File: src/rtl/divider.sv
// divider: sequential radix-2 restoring divider for RISC-V DIV/DIVU/REM/REMU.
//
// Each operation produces the quotient and the remainder together, and always
// takes XLEN+1 cycles from the accept edge to the valid pulse. The start/busy/
// valid handshake matches the multiplier, so one sequencer can drive both.
//
// Ports
//   clk        rising-edge clock
//   rst        asynchronous active-high reset; discards any in-flight operation
//   rs1        dividend
//   rs2        divisor
//   div_signed 1 = two's-complement divide (DIV/REM), 0 = unsigned (DIVU/REMU)
//   start      request; accepted only on an edge where busy is low
//   quotient   registered quotient, held until the next result or reset
//   remainder  registered remainder, held until the next result or reset
//   valid      one-cycle pulse in the cycle the results are updated
//   busy       high while an operation is in progress; start is ignored then
module divider #(
    parameter int XLEN  = 32,
    parameter int CNT_W = 6
) (
    input  logic            clk,
    input  logic            rst,
    input  logic [XLEN-1:0] rs1,
    input  logic [XLEN-1:0] rs2,
    input  logic            div_signed,
    input  logic            start,
    output logic [XLEN-1:0] quotient,
    output logic [XLEN-1:0] remainder,
    output logic            valid,
    output logic            busy
);

    typedef enum logic [1:0] {
        S_IDLE   = 2'd0,
        S_DIVIDE = 2'd1,
        S_FINISH = 2'd2
    } state_t;

    localparam logic [XLEN-1:0] MOST_NEG = {1'b1, {(XLEN-1){1'b0}}};
    localparam logic [XLEN-1:0] ALL_ONES = {XLEN{1'b1}};

    state_t r_state;
    state_t w_next;

    logic [CNT_W-1:0] r_cnt;
    // r_dvd holds the dividend bits still to be consumed in its upper part and
    // the quotient bits produced so far in its lower part.
    logic [XLEN-1:0]  r_dvd;
    logic [XLEN-1:0]  r_dvs;
    logic [XLEN-1:0]  r_rem;
    logic [XLEN-1:0]  r_rs1;
    logic             r_neg_q;
    logic             r_neg_r;
    logic             r_div0;
    logic             r_ovf;

    logic             w_accept;
    logic             w_last;
    logic [XLEN-1:0]  w_abs1;
    logic [XLEN-1:0]  w_abs2;
    logic [XLEN:0]    w_trial;
    logic [XLEN-1:0]  w_q_fin;
    logic [XLEN-1:0]  w_r_fin;

    assign w_accept = (r_state == S_IDLE) && start;
    assign w_last   = (r_cnt == CNT_W'(XLEN - 1));

    // Magnitudes as unsigned XLEN-bit values; the most negative value maps to
    // itself, which is its correct unsigned magnitude.
    assign w_abs1 = (div_signed && rs1[XLEN-1]) ? -rs1 : rs1;
    assign w_abs2 = (div_signed && rs2[XLEN-1]) ? -rs2 : rs2;

    // One extra bit so the borrow of the trial subtract is never lost.
    assign w_trial = {r_rem, r_dvd[XLEN-1]} - {1'b0, r_dvs};

    // State register.
    always_ff @(posedge clk or posedge rst) begin
        if (rst)
            r_state <= S_IDLE;
        else
            r_state <= w_next;
    end

    // Next-state logic.
    always_comb begin
        w_next = r_state;
        case (r_state)
            S_IDLE:   w_next = start ? S_DIVIDE : S_IDLE;
            S_DIVIDE: w_next = w_last ? S_FINISH : S_DIVIDE;
            S_FINISH: w_next = S_IDLE;
            default:  w_next = S_IDLE;
        endcase
    end

    // Output logic: busy flag and the sign-corrected, special-cased results.
    always_comb begin
        busy    = (r_state != S_IDLE);
        w_q_fin = r_neg_q ? -r_dvd : r_dvd;
        w_r_fin = r_neg_r ? -r_rem : r_rem;
        if (r_div0) begin
            w_q_fin = ALL_ONES;
            w_r_fin = r_rs1;
        end else if (r_ovf) begin
            w_q_fin = MOST_NEG;
            w_r_fin = '0;
        end
    end

    // Datapath: operand capture on accept, one restoring step per DIVIDE cycle.
    always_ff @(posedge clk or posedge rst) begin
        if (rst) begin
            r_cnt   <= '0;
            r_dvd   <= '0;
            r_dvs   <= '0;
            r_rem   <= '0;
            r_rs1   <= '0;
            r_neg_q <= 1'b0;
            r_neg_r <= 1'b0;
            r_div0  <= 1'b0;
            r_ovf   <= 1'b0;
        end else if (w_accept) begin
            r_cnt   <= '0;
            r_dvd   <= w_abs1;
            r_dvs   <= w_abs2;
            r_rem   <= '0;
            r_rs1   <= rs1;
            r_neg_q <= div_signed & (rs1[XLEN-1] ^ rs2[XLEN-1]);
            r_neg_r <= div_signed & rs1[XLEN-1];
            r_div0  <= (rs2 == '0);
            r_ovf   <= div_signed && (rs1 == MOST_NEG) && (rs2 == ALL_ONES);
        end else if (r_state == S_DIVIDE) begin
            r_cnt <= r_cnt + 1'b1;
            if (!w_trial[XLEN]) begin
                r_rem <= w_trial[XLEN-1:0];
                r_dvd <= {r_dvd[XLEN-2:0], 1'b1};
            end else begin
                r_rem <= {r_rem[XLEN-2:0], r_dvd[XLEN-1]};
                r_dvd <= {r_dvd[XLEN-2:0], 1'b0};
            end
        end
    end

    // Result registers and the valid pulse.
    always_ff @(posedge clk or posedge rst) begin
        if (rst) begin
            quotient  <= '0;
            remainder <= '0;
            valid     <= 1'b0;
        end else begin
            valid <= (r_state == S_FINISH);
            if (r_state == S_FINISH) begin
                quotient  <= w_q_fin;
                remainder <= w_r_fin;
            end
        end
    end

endmodule

File: config.mk
export PLATFORM = sky130hd
export DESIGN_NAME = divider
export DESIGN_NICKNAME = d
export VERILOG_FILES = /design/src/rtl/divider.sv
export SDC_FILE = /design/constraint.sdc
export NUM_CORES = 1
export LEC_CHECK = 0
export BUFFER_PORTS_ARGS = -buffer_cell sky130_fd_sc_hd__buf_2
export CAP_MARGIN = 20
export CELL_PAD_IN_SITES_DETAIL_PLACEMENT = 1
export CELL_PAD_IN_SITES_GLOBAL_PLACEMENT = 1
export CORE_ASPECT_RATIO = 1.5
export CORE_MARGIN = 5
export CORE_UTILIZATION = 48
export DETAILED_ROUTE_END_ITERATION = 8
export GPL_TIMING_DRIVEN = 0
export PLACE_DENSITY_LB_ADDON = 0.3
export SLEW_MARGIN = 0
export SYNTH_ARGS = -nofsm -noshare
export SYNTH_HDL_FRONTEND = slang
export SYNTH_SLANG_ARGS = --single-unit
File: constraint.sdc
create_clock -name clk -period 13 [get_ports clk]
set_input_delay 1.95 -clock clk [delete_from_list [all_inputs] [get_ports clk]]
set_output_delay 1.95 -clock clk [all_outputs]
set_load 0.02 [all_outputs]
=== After elaboration in Yosys (flattened, before gate mapping) ===
Index checks and enable logic that the tools add are counted.

* Add/subtract/negate cells: 6
* Eq/ne operators: 5
* Muxes and demuxes: 19
* Bitwise operators: 3
* Reductions and logical operators: 9

{| class="wikitable"
|+ Operators with widths
! operator !! count
|-
| $mux 32 || 13
|-
| $neg 32->32 || 4
|-
| $eq 32x32->1 const B || 2
|-
| $sub 33x32->33 || 1
|-
| $logic_not 32->1 || 1
|-
| $mux 6 || 2
|-
| $add 6x1->6 const B || 1
|-
| $eq 6x5->1 const B || 1
|-
| $logic_and 1x1->1 || 5
|-
| $pmux 2 s2 || 1
|-
| $reduce_bool 2->1 || 2
|-
| $and 1x1->1 || 2
|-
| $eq 2x1->1 const B || 1
|-
| $eq 2x2->1 const B || 1
|-
| $logic_not 2->1 || 1
|-
| $mux 1 || 2
|-
| $mux 2 || 1
|-
| $xor 1x1->1 || 1
|}

* Register bits: 205
* Output and inout bits: 66
* Logic and storage cells: 55

=== Logic depth before layout (Yosys ltp) ===
Gate-level depths: netlist of run 1.

* Depth in word-level cells: 4
* Mapped depth: 13
* Mapped depth without buffers: 12

=== Worst setup path after synthesis of run 1 ===
Ideal clock, no wire load.

* Kind: input port to flip-flop
* Start: in rs1[2]
* End: reg r_dvd[28]
* Setup time: 0.082 ns
* Data arrival time: 4.029 ns
* Data required time: 12.918 ns
* Path slack: 8.889 ns
* Stages: 9
* Path buffers: 0
* Cell sequence: or3_1 -> nor3b_1 -> nand3b_1 -> nor4_1 -> nand2_1 -> o41ai_1 -> xnor2_1 -> nor2_1 -> a31oi_1

* Longest elaborated chain between the ends: 3

{| class="wikitable"
|+ Ends and longest elaborated chain
! element !! line !! RTL
|-
| from (decl) || 24 || <nowiki>input logic [XLEN-1:0] rs1,</nowiki>
|-
| $neg 32->32 || 71 || <nowiki>assign w_abs1 = (div_signed && rs1[XLEN-1]) ? -rs1 : rs1;</nowiki>
|-
| $mux 32 || 71 ||
|-
| $mux 32 || 122 || <nowiki>end else if (w_accept) begin</nowiki>
|-
| to (signal assigned) || 124 || <nowiki>r_dvd <= w_abs1;</nowiki>
|-
| to (signal assigned) || 136 || <nowiki>r_dvd <= {r_dvd[XLEN-2:0], 1'b1};</nowiki>
|-
| to (signal assigned) || 139 || <nowiki>r_dvd <= {r_dvd[XLEN-2:0], 1'b0};</nowiki>
|-
| to (decl) || 49 || <nowiki>logic [XLEN-1:0] r_dvd;</nowiki>
|}

No other way between the ends.
A chain may end at the register's enable or synchronous reset.

=== Final worst setup path of run 1 ===
* Start: reg r_rem[0]
* End: reg r_rem[6]

* Longest elaborated chain between the ends: 4

{| class="wikitable"
|+ Ends and longest elaborated chain
! element !! line !! RTL
|-
| from (decl) || 51 || <nowiki>logic [XLEN-1:0] r_rem;</nowiki>
|-
| from (signal assigned) || 135 || <nowiki>r_rem <= w_trial[XLEN-1:0];</nowiki>
|-
| from (signal assigned) || 138 || <nowiki>r_rem <= {r_rem[XLEN-2:0], r_dvd[XLEN-1]};</nowiki>
|-
| $sub 33x32->33 || 75 || <nowiki>assign w_trial = {r_rem, r_dvd[XLEN-1]} - {1'b0, r_dvs};</nowiki>
|-
| $mux 32 || 134 || <nowiki>if (!w_trial[XLEN]) begin</nowiki>
|-
| $mux 32 || 132 || <nowiki>end else if (r_state == S_DIVIDE) begin</nowiki>
|-
| $mux 32 || 122 ||
|}

No other way between the ends. The select of a mux whose other input is x is not followed.

==> out/metrics.yaml, run 1 <==
grt:
  grt_pass1_vias: 13570
  globalRouteOverflowTotal: 0
  antenna_found_initial: 0
  globalRouteTotalUtil_pct: 30.52
  grt_max_degree: 123
  grt_first_pass_wirelength_um: 72640
logic_synthesis:
  syn_area_per_cell_um2: 8.126
  netlist_instances: 1577
  ys.warnings.count: 0
  yosysUniqueCellTypes: 57
  synth-seq-area-share_pct: 40.03
  yosys-top-cells-count: "nand2_1 (341), dfrtp_1 (205), o21ai_0 (158), nor2_1 (152), clkbuf_1 (79)"
  synth-edff-count: 0
  synthDominantAreaCellType: "dfrtp_1"
  ys_ff_latch: 205
  synth_nets: 1684
  syn-cell-area_um2: 12810
  yosys-top-cells-area: "dfrtp_1 (40%), nand2_1 (10%), o21ai_0 (6.2%), xnor2_1 (5.1%), xor2_1 (5.1%)"
  netlist.area_leader.share_pct: 40.03
  synthFlopType: "dfrtp_1"
  synth_most_common_cell: "nand2_1"
  async_flop_share_pct: 100.0
clock_network:
  hold_buffers: 0
  ctsHtreeMaxLevel: 1
  cts_setup_buffers: 0
  clk_path_buf_depth: 3
  clk_pin_slew_ns: 0.06
  cts_made_buffers: 22
  clock-sinks: 205
  cts_resized: 0
  clockRootBuffer: "clkbuf_16"
  clock_latency_ns: 0.53
  cts_tree: "yes"
worst_setup_path:
  cp_common_cell: "o21ai_0"
  crit_required_ns: 13.37
  cp_num_buf_inv: 2
  cp-start-kind: "flip-flop"
  critPathMaxFanout: 10
  cp-end-kind: "flip-flop"
  worstSetupPathType: "reg2reg"
  cp_slowest_cell: "a2111oi_0"
  cp_slowest_stage_delay_ns: 0.82
  critical_path_arrival_ns: 5.23
  critPathTopFamily: "compound AO/OA/AOI/OAI gates"
  crit_chain: "inv_1, fa_1, nand2b_1, a21oi_1, o21ai_0, a2111oi_0, o21ai_0, o21ai_1, xor2_1, buf_4, mux2i_1, o21ai_0"
sta:
  clock.fmax_mhz: 205.4
  finalCritPeriodShare_pct: 37.45
  tightest_slew_ns: 0.8833
  slew_viol_final: 0
  relSlewSlack_pct: 39.59
  whs_ns: 0.4650
  skew_ns: 0.01343
  rsz0062_at_grt: "false"
  finalHoldViolCount: 0
  finalSetupViolations: 0
  fin_crit_ns: 4.868
  finalSetupTns_ns: 0
routing:
  post-route-drc-count: 0
  first_pass_iters: 6
  via_count: 12540
  wl_per_cell_um: 22.19
  routed_wl_um: 46290
  drtIter0Drc: 567
  ant_nets: 0
  vias_per_cell: 6.012
layout:
  num-fill-cells: 3284
  final_cells: 2086
  nets: 1842
  postLayoutCellArea_um2: 14640
  drive_above_1_share_pct: 10.81
  n_antenna_cell: 0
  seqCellArea_um2: 5130
  area_growth_pct: 14.21
  multi_input_comb_area_um2: 7133
placement:
  dp_cells: 2048
  placement.io_buffers: 133
  globalplace.congestion: 0.9554
  dp_hpwl_um: 36070
  dpl-instance-area_um2: 13940
power:
  pwr-share-seq_pct: 32.0
  peakVddDrop_mv: 0.1142
  switching_share_pct: 45.28
  leakagePower_nw: 6.810
  internal_power_w: 0.001861
  power_frac_comb_pct: 49.8
  power_density_nw_per_um2: 232.4
  switching_power_w: 0.001540
  clkPwrFrac_pct: 18.3
die:
  start_util_pct: 48.55
  core-area_um2: 26400
  ioPinCount: 134
  dieArea_um2: 30130
  placementRows: 73
  fp.dieW_um: 143.4
  fp.dieH_um: 210.1
job:
  drv_cap: 0
outcome:
  status: "finished, final reports clean"
hold_path:
  hold_path_class: "reg2reg"
## placed cells by master, fill, tap and decap left out, types with 13 or more instances in the layout
master	n
nand2_1	341
dfrtp_1	205
o21ai_0	158
nor2_1	152
buf_2	133
clkbuf_1	81
xnor2_1	75
xor2_1	74
a21oi_1	70
inv_1	53
ha_1	38
a31oi_1	31
o31ai_1	27
a221oi_1	26
clkbuf_16	23
nor3_1	21
mux2i_1	21
nand3_1	20
or4_1	14
o41ai_1	14
a21o_1	14
nand4_1	14
nor4_1	13
## per-layer routing
layer  vias to the layer above  track usage (%)  share of wire [%]
met5                         -                0                  0
met4                         0            21.25                8.8
met1                      6168            32.30                 36
met3                       186            3.155                4.4
li1                       5769                -                  -
met2                       418            55.61                 51
## sequential cells by signal (all words and copies together), names as in the netlist
signal / flops
r_ovf: 1
r_neg_q: 1
r_dvd: 32
remainder: 32
valid: 1
r_cnt: 6
r_state: 2
r_dvs: 32
r_rem: 32
r_div0: 1
quotient: 32
r_neg_r: 1
r_rs1: 32
## logic make-up (layout without fill, tap and decap cells)
logic type / after synthesis / count (layout) / synth area share [%]
multiplexers: 22 / 22 / 1.728
AO/OA/AOI/OAI: 385 / 385 / 18.68
AND/OR/NAND/NOR: 634 / 634 / 21.21
flip-flops: 205 / 205 / 40.03
adder cells (fa/ha/maj): 39 / 39 / 3.866
buffers and inverters: 143 / 315 / 4.306
XOR/XNOR: 149 / 149 / 10.18
## per-stage QoR
step	total power, W	utilization, %	worst slack [ns]
6_report	0.003401	55.44	8.132
5_1_grt	0.003633	55.44	7.945
3_3_place_gp	0.002666	52.67	3.251
3_5_place_dp	0.002751	52.80	8.078
2_1_floorplan	0.002240	-	5.454
4_1_cts	0.003389	55.44	8.071
## area by class of cell
cell class	instances	area share [%]
multi-input combinational	1229	48.74
sequential	205	35.05
timing repair buffer	134	4.736
clock buffer	30	4.454
tap	337	2.881
buffer	89	2.385
inverter	54	1.436
clock inverter	8	0.3163
## power groups by stage
stage	registers (W)	clock network [W]	logic (W)
after floorplan	0.000982	0	0.00126
after global placement	0.00108	0	0.00159
after detailed placement	0.00109	0	0.00166
after CTS	0.00108	0.000627	0.00169
after global routing	0.00111	0.000655	0.00187
final	0.00109	0.000621	0.00169
## worst paths after layout
path                       depth (start not counted)           end  slack (ns)        start
setup / recovery                                  12      r_rem[6]        8.13     r_rem[0]
hold / removal                                     2   quotient[3]        0.47  quotient[3]
setup reg to reg                                  12      r_rem[6]        8.13     r_rem[0]
hold reg to reg                                    2   quotient[3]        0.47  quotient[3]
max in group asynchronous                          3  remainder[8]       10.44          rst
min in group asynchronous                          2   quotient[5]        1.61          rst
## tightest hold or removal path, stage by stage, from the launching register on
cell and delay (ns):
dfrtp_1 0.33, nand2_1 0.05, nand2_1 0.05
(Power assumes the default switching activity.)
==> inputs of run 2 (changes only) <==
Settings changed: ABC_AREA set to 1, CORE_UTILIZATION 48 to 43.
Clock period 13 ns to 5 ns, I/O delays scaled along.
==> run 2 against run 1 <==
Largest cell class unchanged. Combinational power increased to 4.5 times the previous value. Non-clock buffer count unchanged. Maximum frequency rose by 75%.
==> out/metrics.yaml, run 2 <==
sta:
  finalCritPeriodShare_pct: 55.57  # +18 points
  clock.fmax_mhz: 359.9  # +75%
  skew_ns: 0.01176  # -0.001665 ns
  finalHoldViolCount: 0  # unchanged
  finalSetupTns_ns: 0  # unchanged
  tightest_slew_ns: 1.034  # +0.1506 ns
  finalWorstSetupSlack_ns: 2.222  # -5.910 ns
  rsz0062_at_grt: "false"
  relSlewSlack_pct: 31.08  # -8.5 points
  fin_crit_ns: 2.778  # -2.090 ns
  slew_viol_final: 0  # unchanged
  finalSetupViolations: 0  # unchanged
clock_network:
  hold_buffers: 0  # unchanged
  clockRootBuffer: "clkbuf_16"
  clk_path_buf_depth: 3  # unchanged
  cts_made_buffers: 22  # unchanged
  clk_pin_slew_ns: 0.06  # about the same
  clock_latency_ns: 0.53  # about the same
  cts_resized: 0  # unchanged
  cts_setup_buffers: 0  # unchanged
  clock-sinks: 205  # unchanged
  cts_tree: "yes"
  ctsHtreeMaxLevel: 1  # unchanged
die:
  core-area_um2: 34170  # +29%
  start_util_pct: 43.47  # -5.1 points
  dieArea_um2: 38440  # +28%
  ioPinCount: 134  # unchanged
  fp.dieH_um: 237.6  # +13%
  placementRows: 83  # +14%
  fp.dieW_um: 161.8  # +13%
logic_synthesis:
  netlist_instances: 2333  # +48%
  ys.warnings.count: 0  # unchanged
  synth_nets: 2440  # +45%
  synth-edff-count: 0  # unchanged
  syn-cell-area_um2: 14850  # +16%
  synthFlopType: "dfrtp_1"
  synth_most_common_cell: "nand2_1"
  synth-seq-area-share_pct: 34.54  # -5.5 points
  yosys-top-cells-count: "nand2_1 (657), inv_1 (321), nand3_1 (283), nor2_1 (249), dfrtp_1 (205)"
  async_flop_share_pct: 100.0  # unchanged
  ys_ff_latch: 205  # unchanged
  yosys-top-cells-area: "dfrtp_1 (35%), nand2_1 (17%), nand3_1 (9.5%), inv_1 (8.1%), nor2_1 (6.3%)"
  netlist.area_leader.share_pct: 34.54  # -5.5 points
  yosysUniqueCellTypes: 46  # -19%
  synthDominantAreaCellType: "dfrtp_1"
  syn_area_per_cell_um2: 6.366  # -22%
layout:
  layout_common_cells: "nand2_1 (657), inv_1 (320), nand3_1 (283)"
  final_common_cell: "nand2_1"
  area_growth_pct: 13.94
  final_core_util_pct: 49.53  # -5.9 points
  postLayoutCellArea_um2: 16920  # +16%
  nets: 2602  # +41%
  drive_above_1_share_pct: 9.207  # -1.6 points
  n_antenna_cell: 0  # unchanged
hold_path:
  hold_path_class: "in2async"
power:
  power_w: 0.01220  # +260%
  power_density_nw_per_um2: 720.8  # +210%
  peakVddDrop_mv: 0.2588  # +130%
  internal_power_w: 0.005781  # +210%
  switching_share_pct: 52.61  # +7.3 points
  leakagePower_nw: 9.042  # +33%
  clkPwrFrac_pct: 14.5  # -3.8 points
  switching_power_w: 0.006418  # +320%
  pwr-share-seq_pct: 23.0  # -9.0 points
  power_frac_comb_pct: 62.5  # +13 points
routing:
  wl_met3_um: 2146  # +4.6%
  wl_per_cell_um: 21.56  # -2.8%
  dr_wl_met2_um: 33100  # +41%
  highest_layer: "met4"
  via_count: 16370  # +31%
  ant_nets: 0  # unchanged
  vias_per_cell: 5.581  # -7.2%
  routed_wl_um: 63250  # +37%
  post-route-drc-count: 0  # unchanged
  met1_length_um: 22200  # +33%
  drtIter0Drc: 776  # +37%
  first_pass_iters: 5  # -1
worst_setup_path:
  critPathMaxFanout: 10  # unchanged
  r2r_setup_slack_ns: 2.22  # -5.91 ns
  worstSetupPathType: "reg2reg"
  cp-end-kind: "flip-flop"
  crit_required_ns: 5.36  # -8.01 ns
  r2r-end: "r_dvd[1]"
  worst-r2r-cell-count: 6  # -6
  cp-start-kind: "flip-flop"
  critical_path_arrival_ns: 3.14  # -2.09 ns
  r2r_start: "r_state[0]"
placement:
  place_ws_ns: 1.943  # -6.135 ns
  dpl-instance-area_um2: 16150  # +16%
  dp_hpwl_um: 52170  # +45%
  placement.io_buffers: 133  # unchanged
  globalplace.congestion: 1.003  # +5.0%
grt:
  grt_first_pass_wirelength_um: 96660  # +33%
  globalRouteTotalUtil_pct: 32.26  # +1.7 points
  grt_max_degree: 41  # -67%
  globalRouteOverflowTotal: 0  # unchanged
  grt_pass1_vias: 17430  # +28%
  antenna_found_initial: 0  # unchanged
outcome:
  status: "finished, final reports clean"
job:
  drv_cap: 0  # unchanged
run 2: critical path, cell delays in order (launching register included):
cell and delay, ns:
dfrtp_1 0.40, nand2_1 0.10, buf_2 0.30, inv_1 0.14
nor2_2 0.63, clkbuf_1 0.84, a22oi_1 0.20
run 2: per-layer routing:
| layer | vias to the layer above | global-route usage (%) |
|---|---|---|
| met2 | 411 | 60.63 |
| met3 | 210 | 3.487 |
| met4 | 0 | 24.52 |
| li1 | 7839 | - |
| met1 | 7914 | 32.16 |
| met5 | - | 0 |
run 2: logic make-up after synthesis:
family,after synthesis,synth area share (%)
xor gates and xnor gates,30,1.769
DFF,205,34.54
AOI/OAI and AO/OA,337,12.24
and+or+nand+nor,1307,37.26
buffers and inverters,414,10.78
adders and majority gates,39,3.336
muxes,1,0.07581
run 2: power groups by stage:
| stage | clock, W | sequential (W) | combinational, W |
|---|---|---|---|
| floorplan | 0 | 0.00263 | 0.00532 |
| global placement | 0 | 0.00278 | 0.00721 |
| detailed placement | 0 | 0.00280 | 0.00749 |
| CTS | 0.00180 | 0.00278 | 0.00759 |
| global route | 0.00187 | 0.00287 | 0.00849 |
| finish | 0.00177 | 0.00280 | 0.00763 |
run 2: layout make-up:
type | count | area (um2)
Fill cell | 4748 | 17240
Multi-Input combinational cell | 1714 | 8122
Sequential cell | 205 | 5130
Inverter | 329 | 1239
Timing Repair Buffer | 138 | 765.7
Clock buffer | 31 | 655.6
Tap cell | 425 | 531.8
Buffer | 85 | 366.6
Clock inverter | 7 | 113.9
run 2: through the flow:
| stage | cells | hold slack (ns) |
|---|---|---|
| floorplan | 2333 | 0.4391 |
| global placement | 2891 | 0.4545 |
| detailed placement | 2896 | 0.4714 |
| CTS | 2934 | 0.3184 |
| global route | 2934 | 0.3465 |
| finish | 2934 | 0.3090 |
run 2: how the worst max path moves through the flow:
| stage | startpoint | end | slack (ns) | cells after the start |
|---|---|---|---|---|
| finish | r_state[0] | r_dvd[1] | 2.22 | 6 |
| global route | r_dvd[31] | r_rem[5] | 2.07 | 16 |
| CTS | r_dvd[31] | r_rem[29] | 2.24 | 16 |
| detailed placement | start | r_dvs[1] | 1.94 | 7 |
| global placement | rst | r_dvs[21] | 0.33 | 2 |
| floorplan | rst | quotient[0] | 1.59 | 1 |
